[config.mk]
export PLATFORM = sky130hd
export DESIGN_NAME = i2c_txn_sequencer
export DESIGN_NICKNAME = d
export VERILOG_FILES = /design/src/rtl/i2c_txn_sequencer.sv
export SDC_FILE = /design/constraint.sdc
export NUM_CORES = 1
export LEC_CHECK = 0
export CORE_ASPECT_RATIO = 0.7
export CORE_MARGIN = 2
export CORE_UTILIZATION = 47
export DETAILED_ROUTE_END_ITERATION = 16
export MAX_ROUTING_LAYER = met4
export PLACE_DENSITY = 0.78
export SYNTH_ARGS = -nofsm -noshare
export SYNTH_HDL_FRONTEND = slang
export SYNTH_SLANG_ARGS = --single-unit
[constraint.sdc]
create_clock -name clk -period 2 [get_ports clk]
set_clock_uncertainty 0.1 [all_clocks]
set_input_delay 0.4 -clock clk [delete_from_list [all_inputs] [get_ports clk]]
set_output_delay 0.4 -clock clk [all_outputs]
set_load 0.02 [all_outputs]
[src/rtl/i2c_txn_sequencer.sv]
// Transaction sequencer in front of an I2C byte master: expands one request into
// START / address / write bytes / RESTART / address / read bytes / STOP commands.
module i2c_txn_sequencer #(
  parameter int LEN_W     = 4,
  parameter int TO_CYCLES = 65535
) (
  input  logic             clk,
  input  logic             rst,
  input  logic             req_valid,
  output logic             req_ready,
  input  logic [6:0]       req_addr,
  input  logic [LEN_W-1:0] req_wr_len,
  input  logic [LEN_W-1:0] req_rd_len,
  input  logic             wd_valid,
  input  logic [7:0]       wd_data,
  output logic             wd_ready,
  output logic             rd_valid,
  output logic [7:0]       rd_data,
  output logic             done,
  output logic             err_nack,
  output logic             err_timeout,
  output logic             busy,
  output logic             m_wr_i2c,
  output logic [2:0]       m_cmd,
  output logic [7:0]       m_data_in,
  input  logic             m_ready,
  input  logic             m_done_tick,
  input  logic             m_ack,
  input  logic [7:0]       m_data_out,
  output logic [4:0]       dbg_state
);

  localparam int TO_W = (TO_CYCLES > 2) ? $clog2(TO_CYCLES) : 1;
  localparam logic [TO_W-1:0] TO_LAST = TO_W'(TO_CYCLES - 1);

  localparam logic [2:0] CMD_START   = 3'd0;
  localparam logic [2:0] CMD_WR      = 3'd1;
  localparam logic [2:0] CMD_RD      = 3'd2;
  localparam logic [2:0] CMD_STOP    = 3'd3;
  localparam logic [2:0] CMD_RESTART = 3'd4;

  typedef enum logic [1:0] {S_IDLE, S_ISSUE, S_ACCEPT, S_COMPLETE} state_t;
  typedef enum logic [2:0] {P_START, P_ADDR_W, P_WR, P_RESTART, P_ADDR_R, P_RD, P_STOP} step_t;

  state_t           state_q;
  step_t            step_q, step_d;
  logic [6:0]       addr_q;
  logic [LEN_W-1:0] wr_cnt_q, rd_cnt_q;
  logic [TO_W-1:0]  to_cnt_q;
  logic             nack_q;

  logic             req_ready_q, busy_q, wd_ready_q, rd_valid_q, done_q;
  logic             err_nack_q, err_timeout_q, m_wr_i2c_q;
  logic [7:0]       rd_data_q, m_data_in_q;
  logic [2:0]       m_cmd_q;

  logic             is_byte_step, is_wr_step, issue_go, wait_met, nack_now;
  logic [2:0]       issue_cmd;
  logic [7:0]       issue_data;

  // Handshakes: a request transfers on the cycle req_valid && req_ready are both high;
  // a write byte transfers when the sequencer samples wd_valid high in the write-issue
  // state, and wd_ready is the registered acknowledgement that appears the next cycle.
  always_comb begin
    is_byte_step = (step_q == P_ADDR_W) || (step_q == P_WR) ||
                   (step_q == P_ADDR_R) || (step_q == P_RD);
    is_wr_step   = (step_q == P_ADDR_W) || (step_q == P_WR) || (step_q == P_ADDR_R);
    issue_go     = (state_q == S_ISSUE) && m_ready && ((step_q != P_WR) || wd_valid);
    wait_met     = (state_q == S_ACCEPT) ? !m_ready : (is_byte_step ? m_done_tick : m_ready);
    nack_now     = is_wr_step && m_ack;

    issue_cmd  = CMD_START;
    issue_data = 8'h00;
    case (step_q)
      P_START:   issue_cmd = CMD_START;
      P_ADDR_W:  begin issue_cmd = CMD_WR; issue_data = {addr_q, 1'b0}; end
      P_WR:      begin issue_cmd = CMD_WR; issue_data = wd_data; end
      P_RESTART: issue_cmd = CMD_RESTART;
      P_ADDR_R:  begin issue_cmd = CMD_WR; issue_data = {addr_q, 1'b1}; end
      P_RD:      begin issue_cmd = CMD_RD; issue_data = {7'b0, rd_cnt_q == LEN_W'(1)}; end
      P_STOP:    issue_cmd = CMD_STOP;
      default:   issue_cmd = CMD_STOP;
    endcase

    // Any NACK on a write-direction byte aborts straight to STOP.
    step_d = P_STOP;
    case (step_q)
      P_START:   step_d = ((wr_cnt_q != '0) || (rd_cnt_q == '0)) ? P_ADDR_W : P_ADDR_R;
      P_ADDR_W:  step_d = (!nack_now && (wr_cnt_q != '0)) ? P_WR : P_STOP;
      P_WR: begin
        if (!nack_now) begin
          if (wr_cnt_q > LEN_W'(1))  step_d = P_WR;
          else if (rd_cnt_q != '0)   step_d = P_RESTART;
          else                       step_d = P_STOP;
        end
      end
      P_RESTART: step_d = P_ADDR_R;
      P_ADDR_R:  step_d = (!nack_now && (rd_cnt_q != '0)) ? P_RD : P_STOP;
      P_RD:      step_d = (rd_cnt_q > LEN_W'(1)) ? P_RD : P_STOP;
      default:   step_d = P_STOP;
    endcase
  end

  always_ff @(posedge clk or negedge rst) begin
    if (!rst) begin
      state_q       <= S_IDLE;
      step_q        <= P_START;
      addr_q        <= '0;
      wr_cnt_q      <= '0;
      rd_cnt_q      <= '0;
      to_cnt_q      <= '0;
      nack_q        <= 1'b0;
      req_ready_q   <= 1'b1;
      busy_q        <= 1'b0;
      wd_ready_q    <= 1'b0;
      rd_valid_q    <= 1'b0;
      rd_data_q     <= '0;
      done_q        <= 1'b0;
      err_nack_q    <= 1'b0;
      err_timeout_q <= 1'b0;
      m_wr_i2c_q    <= 1'b0;
      m_cmd_q       <= '0;
      m_data_in_q   <= '0;
    end else begin
      m_wr_i2c_q    <= 1'b0;
      wd_ready_q    <= 1'b0;
      rd_valid_q    <= 1'b0;
      done_q        <= 1'b0;
      err_nack_q    <= 1'b0;
      err_timeout_q <= 1'b0;
      case (state_q)
        S_IDLE: begin
          req_ready_q <= 1'b1;
          if (req_valid && req_ready_q) begin
            addr_q      <= req_addr;
            wr_cnt_q    <= req_wr_len;
            rd_cnt_q    <= req_rd_len;
            nack_q      <= 1'b0;
            step_q      <= P_START;
            req_ready_q <= 1'b0;
            busy_q      <= 1'b1;
            state_q     <= S_ISSUE;
          end
        end
        S_ISSUE: begin
          if (issue_go) begin
            m_wr_i2c_q  <= 1'b1;
            m_cmd_q     <= issue_cmd;
            m_data_in_q <= issue_data;
            wd_ready_q  <= (step_q == P_WR);
            to_cnt_q    <= '0;
            state_q     <= S_ACCEPT;
          end
        end
        S_ACCEPT, S_COMPLETE: begin
          if (wait_met) begin
            to_cnt_q <= '0;
            if (state_q == S_ACCEPT) begin
              state_q <= S_COMPLETE;
            end else begin
              if (step_q == P_WR) wr_cnt_q <= wr_cnt_q - LEN_W'(1);
              if (step_q == P_RD) begin
                rd_cnt_q   <= rd_cnt_q - LEN_W'(1);
                rd_data_q  <= m_data_out;
                rd_valid_q <= 1'b1;
              end
              if (nack_now) nack_q <= 1'b1;
              if (step_q == P_STOP) begin
                state_q    <= S_IDLE;
                busy_q     <= 1'b0;
                done_q     <= 1'b1;
                err_nack_q <= nack_q;
              end else begin
                step_q  <= step_d;
                state_q <= S_ISSUE;
              end
            end
          end else if (to_cnt_q == TO_LAST) begin
            // Master hung: abandon the bus without a STOP.
            state_q       <= S_IDLE;
            busy_q        <= 1'b0;
            done_q        <= 1'b1;
            err_timeout_q <= 1'b1;
          end else begin
            to_cnt_q <= to_cnt_q + TO_W'(1);
          end
        end
        default: state_q <= S_IDLE;
      endcase
    end
  end

  assign req_ready   = req_ready_q;
  assign busy        = busy_q;
  assign wd_ready    = wd_ready_q;
  assign rd_valid    = rd_valid_q;
  assign rd_data     = rd_data_q;
  assign done        = done_q;
  assign err_nack    = err_nack_q;
  assign err_timeout = err_timeout_q;
  assign m_wr_i2c    = m_wr_i2c_q;
  assign m_cmd       = m_cmd_q;
  assign m_data_in   = m_data_in_q;
  assign dbg_state   = {step_q, state_q};

endmodule

==> results.md <==
* Run status: finished, violations left
* Failing checks: setup timing
* Total number of vias at 3196
* Min Hold Slack at 0.388 ns
* First-pass GRT wire length at 14.4 mm
* Die Width at 106 um
* Worst EP required at 2.13 ns
* Slowest stage delay, CP at 0.46 ns
* Final slew viol count at 0
* Max stage delay cell, worst path: dfrtp_2
* Fin crit share at 1.03
* Tmin final at 2.05 ns
* Fillers at 556
* Drt drc at 0
* Syn Area/Cell at 9.47 um^2
* RSZ-0062 raised after global routing: yes
* Sink Count at 64
* WP buf/inv at 1
* H-tree lvl count at 3
* I/O pins at 70
* DR WL/cell at 16.1 um
* Row count at 26
* Synth top area cells: dfrtp_1 (46%), nor2_1 (5.3%), mux2_2 (4.9%), nand2_1 (3.9%), o21ai_0 (3.8%)
* Initial DRC count at 260
* Setup violations, final at 1
* Congestion Overflow GR at 0
* Synth unique cells at 54
* Worst setup path class: reg -> reg
* Port buffer count at 69
* Max_cap viols at 0
* Routed WL at 9.30 mm
* Drt pass-1 iters at 5
* Crit path launch type: flip-flop
* Max Clk Rate at 487 MHz
* Final core occ at 0.682
* DIE AREA at 8010 um^2
* Layout area overhead at 43.1%
* Top cell type's share of synthesized area at 0.460
* Placed wire-length estimate at 6.75 mm
* TritonCTS clock tree: done
* Seq cells post-synth at 64
* Area after DPL at 4510 um^2
* Worst-path clk slew at 0.08 ns
* Worst setup EP type: flip-flop
* Post-Syn Instances at 362
* Leading area contributor after synthesis: dfrtp_1
* Root buffer cell: clkbuf_8
* Critical path cell sequence: or3_4 > nand3_4 > a21oi_4 > buf_12 > a31oi_4 > o21ba_2 > o22a_1
* Count leader, synth: dfrtp_1
* Rel. slew slack at 0.705
* Starting Density at 0.477
* Most used DFF post-synth: dfrtp_1
* Number of flops mapped to enable cells by yosys at 0
* Initial antenna violation count at 0
* LEAKAGE at 2.13 nW
* Worst-Skew Late Latency at 0.35 ns
* DRT antenna net count at 0
* Total track usage at 0.240
* Async SR Flop Fraction at 1.00
* Sequential fraction of the synthesis area at 0.467
* Pwr dens at 1370 nW/um^2
* Worst-path fanout max at 7
* Die Ht at 75.5 um
* Finished Cell Area at 4910 um^2
* Worst VDD drop at 0.687 mV
* Largest net degree at the start of global routing at 52
* CP top delay family: compound AO/OA/AOI/OAI gates
* Hold Vio Cnt, Final at 0
* Warning count from the yosys run at 0
* Post-Syn Area at 3430 um^2
* Path category of the worst min-delay check: in -> async
* Clk buf depth at 2
* TritonCTS buffer count at 9
* Most frequent cells after synthesis: dfrtp_1 (63), nor2_1 (48), nand2_1 (36), o21ai_0 (26), a21oi_1 (20)
* Vias in the first global route at 2884
* RD Place Congestion at 0.879
* Ant diodes at 0
* Layout cells sized above 1 at 0.242
* Worst Tran Pin Value at 0.441 ns
* Nets@finish at 520
* Core area at 7190 um^2
* Vias per std cell at 5.54
* Syn_nets at 408
* Final WS setup at -0.0514 ns
* Worst path arrival time at 2.18 ns
-- final cells by class --
cell class | instances | area [um^2] | share of cell area
Clock buffer | 9 | 124 | 0.0252
Clock inverter | 7 | 100 | 0.0204
Inverter | 12 | 45.0 | 0.00918
Multi-Input combinational cell | 268 | 1800 | 0.366
Sequential cell | 64 | 1610 | 0.327
Tap cell | 98 | 123 | 0.0250
Timing Repair Buffer | 119 | 1110 | 0.226
-- cell usage in the layout (no fill, tap or decap), drive strengths merged, types with 2 or more instances in the layout --
master,n
o31ai,2
nor2,48
nor3,11
inv,15
or3,3
ha,8
o22a,2
xor2,10
nand2,36
a31oi,5
nand2b,2
nor4,5
mux2,15
nand4b,2
dlygate4sd2,5
mux2i,3
dfrtp,63
nor4b,2
a211o,2
a22oi,8
nand4,10
bufinv,2
clkbuf,9
buf,50
a211oi,3
nand3,17
clkinv,2
clkdlybuf4s50,62
nor2b,3
a21oi,21
o21ai,29
o21a,3
a21o,2
-- state kept, by name, summed over array words and instances (netlist names) --
name / cells
wd_ready: 1
rd_data: 8
m_wr_i2c: 1
m_cmd: 3
busy: 1
req_ready: 1
nack_q: 1
addr_q: 7
rd_cnt_q: 4
done: 1
rd_valid: 1
wr_cnt_q: 4
step_q: 3
err_nack: 1
err_timeout: 1
state_q: 2
m_data_in: 8
to_cnt_q: 16
-- logic make-up (layout without fill, tap and decap cells) --
kind of cell / Yosys count / in the layout / share of synthesized area
AND/OR/NAND/NOR: 144 / 144 / 0.211
AO/OA/AOI/OAI: 87 / 87 / 0.170
flip-flops: 64 / 64 / 0.467
buffers and inverters: 30 / 147 / 0.0358
multiplexers: 18 / 18 / 0.0580
XOR/XNOR: 11 / 11 / 0.0281
adder cells (fa/ha/maj): 8 / 8 / 0.0292
-- routing by layer --
| metal | wire [um] | up-vias | GRT usage |
|---|---|---|---|
| li1 | - | 1513 | - |
| met1 | 4470 | 1558 | 0.333 |
| met2 | 4180 | 112 | 0.352 |
| met3 | 512 | 13 | 0.0624 |
| met4 | 129 | 0 | 0.0629 |
| met5 | 0 | - | - |
-- per-stage QoR --
stage	cells	setup slack, ns	total power [mW]	setup TNS, ns
5_1_grt	577	-0.116	7.13	-0.674
3_5_place_dp	553	-0.356	5.20	-8.47
6_report	577	-0.0514	6.72	-0.0514
4_1_cts	570	0.00149	6.50	0
2_1_floorplan	362	0.0142	3.86	0
3_3_place_gp	553	-0.307	5.08	-6.97
-- worst paths after layout --
check                      slack, ns          from  cells after the start      endpoint
min                             0.39           rst                      2   rd_cnt_q[0]
max reg2reg                    -0.05     step_q[2]                      7   rd_cnt_q[3]
min reg2reg                     0.39  m_data_in[4]                      2  m_data_in[4]
max in group asynchronous       0.79           rst                      3     req_ready
min in group clk                0.39  m_data_in[4]                      2  m_data_in[4]
max                            -0.05     step_q[2]                      7   rd_cnt_q[3]
-- power breakdown --
part | internal, mW | switching, mW
clock network | 0.714 | 0.555
registers | 1.68 | 0.341
logic | 1.57 | 1.85
-- worst reg2reg max path, stage by stage, from the launching register on --
cell,delay (ns)
dfrtp_2,0.46
or3_4,0.42
nand3_4,0.12
a21oi_4,0.07
buf_12,0.15
a31oi_4,0.23
o21ba_2,0.20
o22a_1,0.17
-- repair_timing --
action	in CTS	in global routing
resized for setup	13	18
hold buffers	1	0
hold endpoints to repair	13	0
setup buffers	0	7
pin swaps	1	10
setup endpoints to repair	34	37
Note: power is estimated with default switching activity, not from simulation.
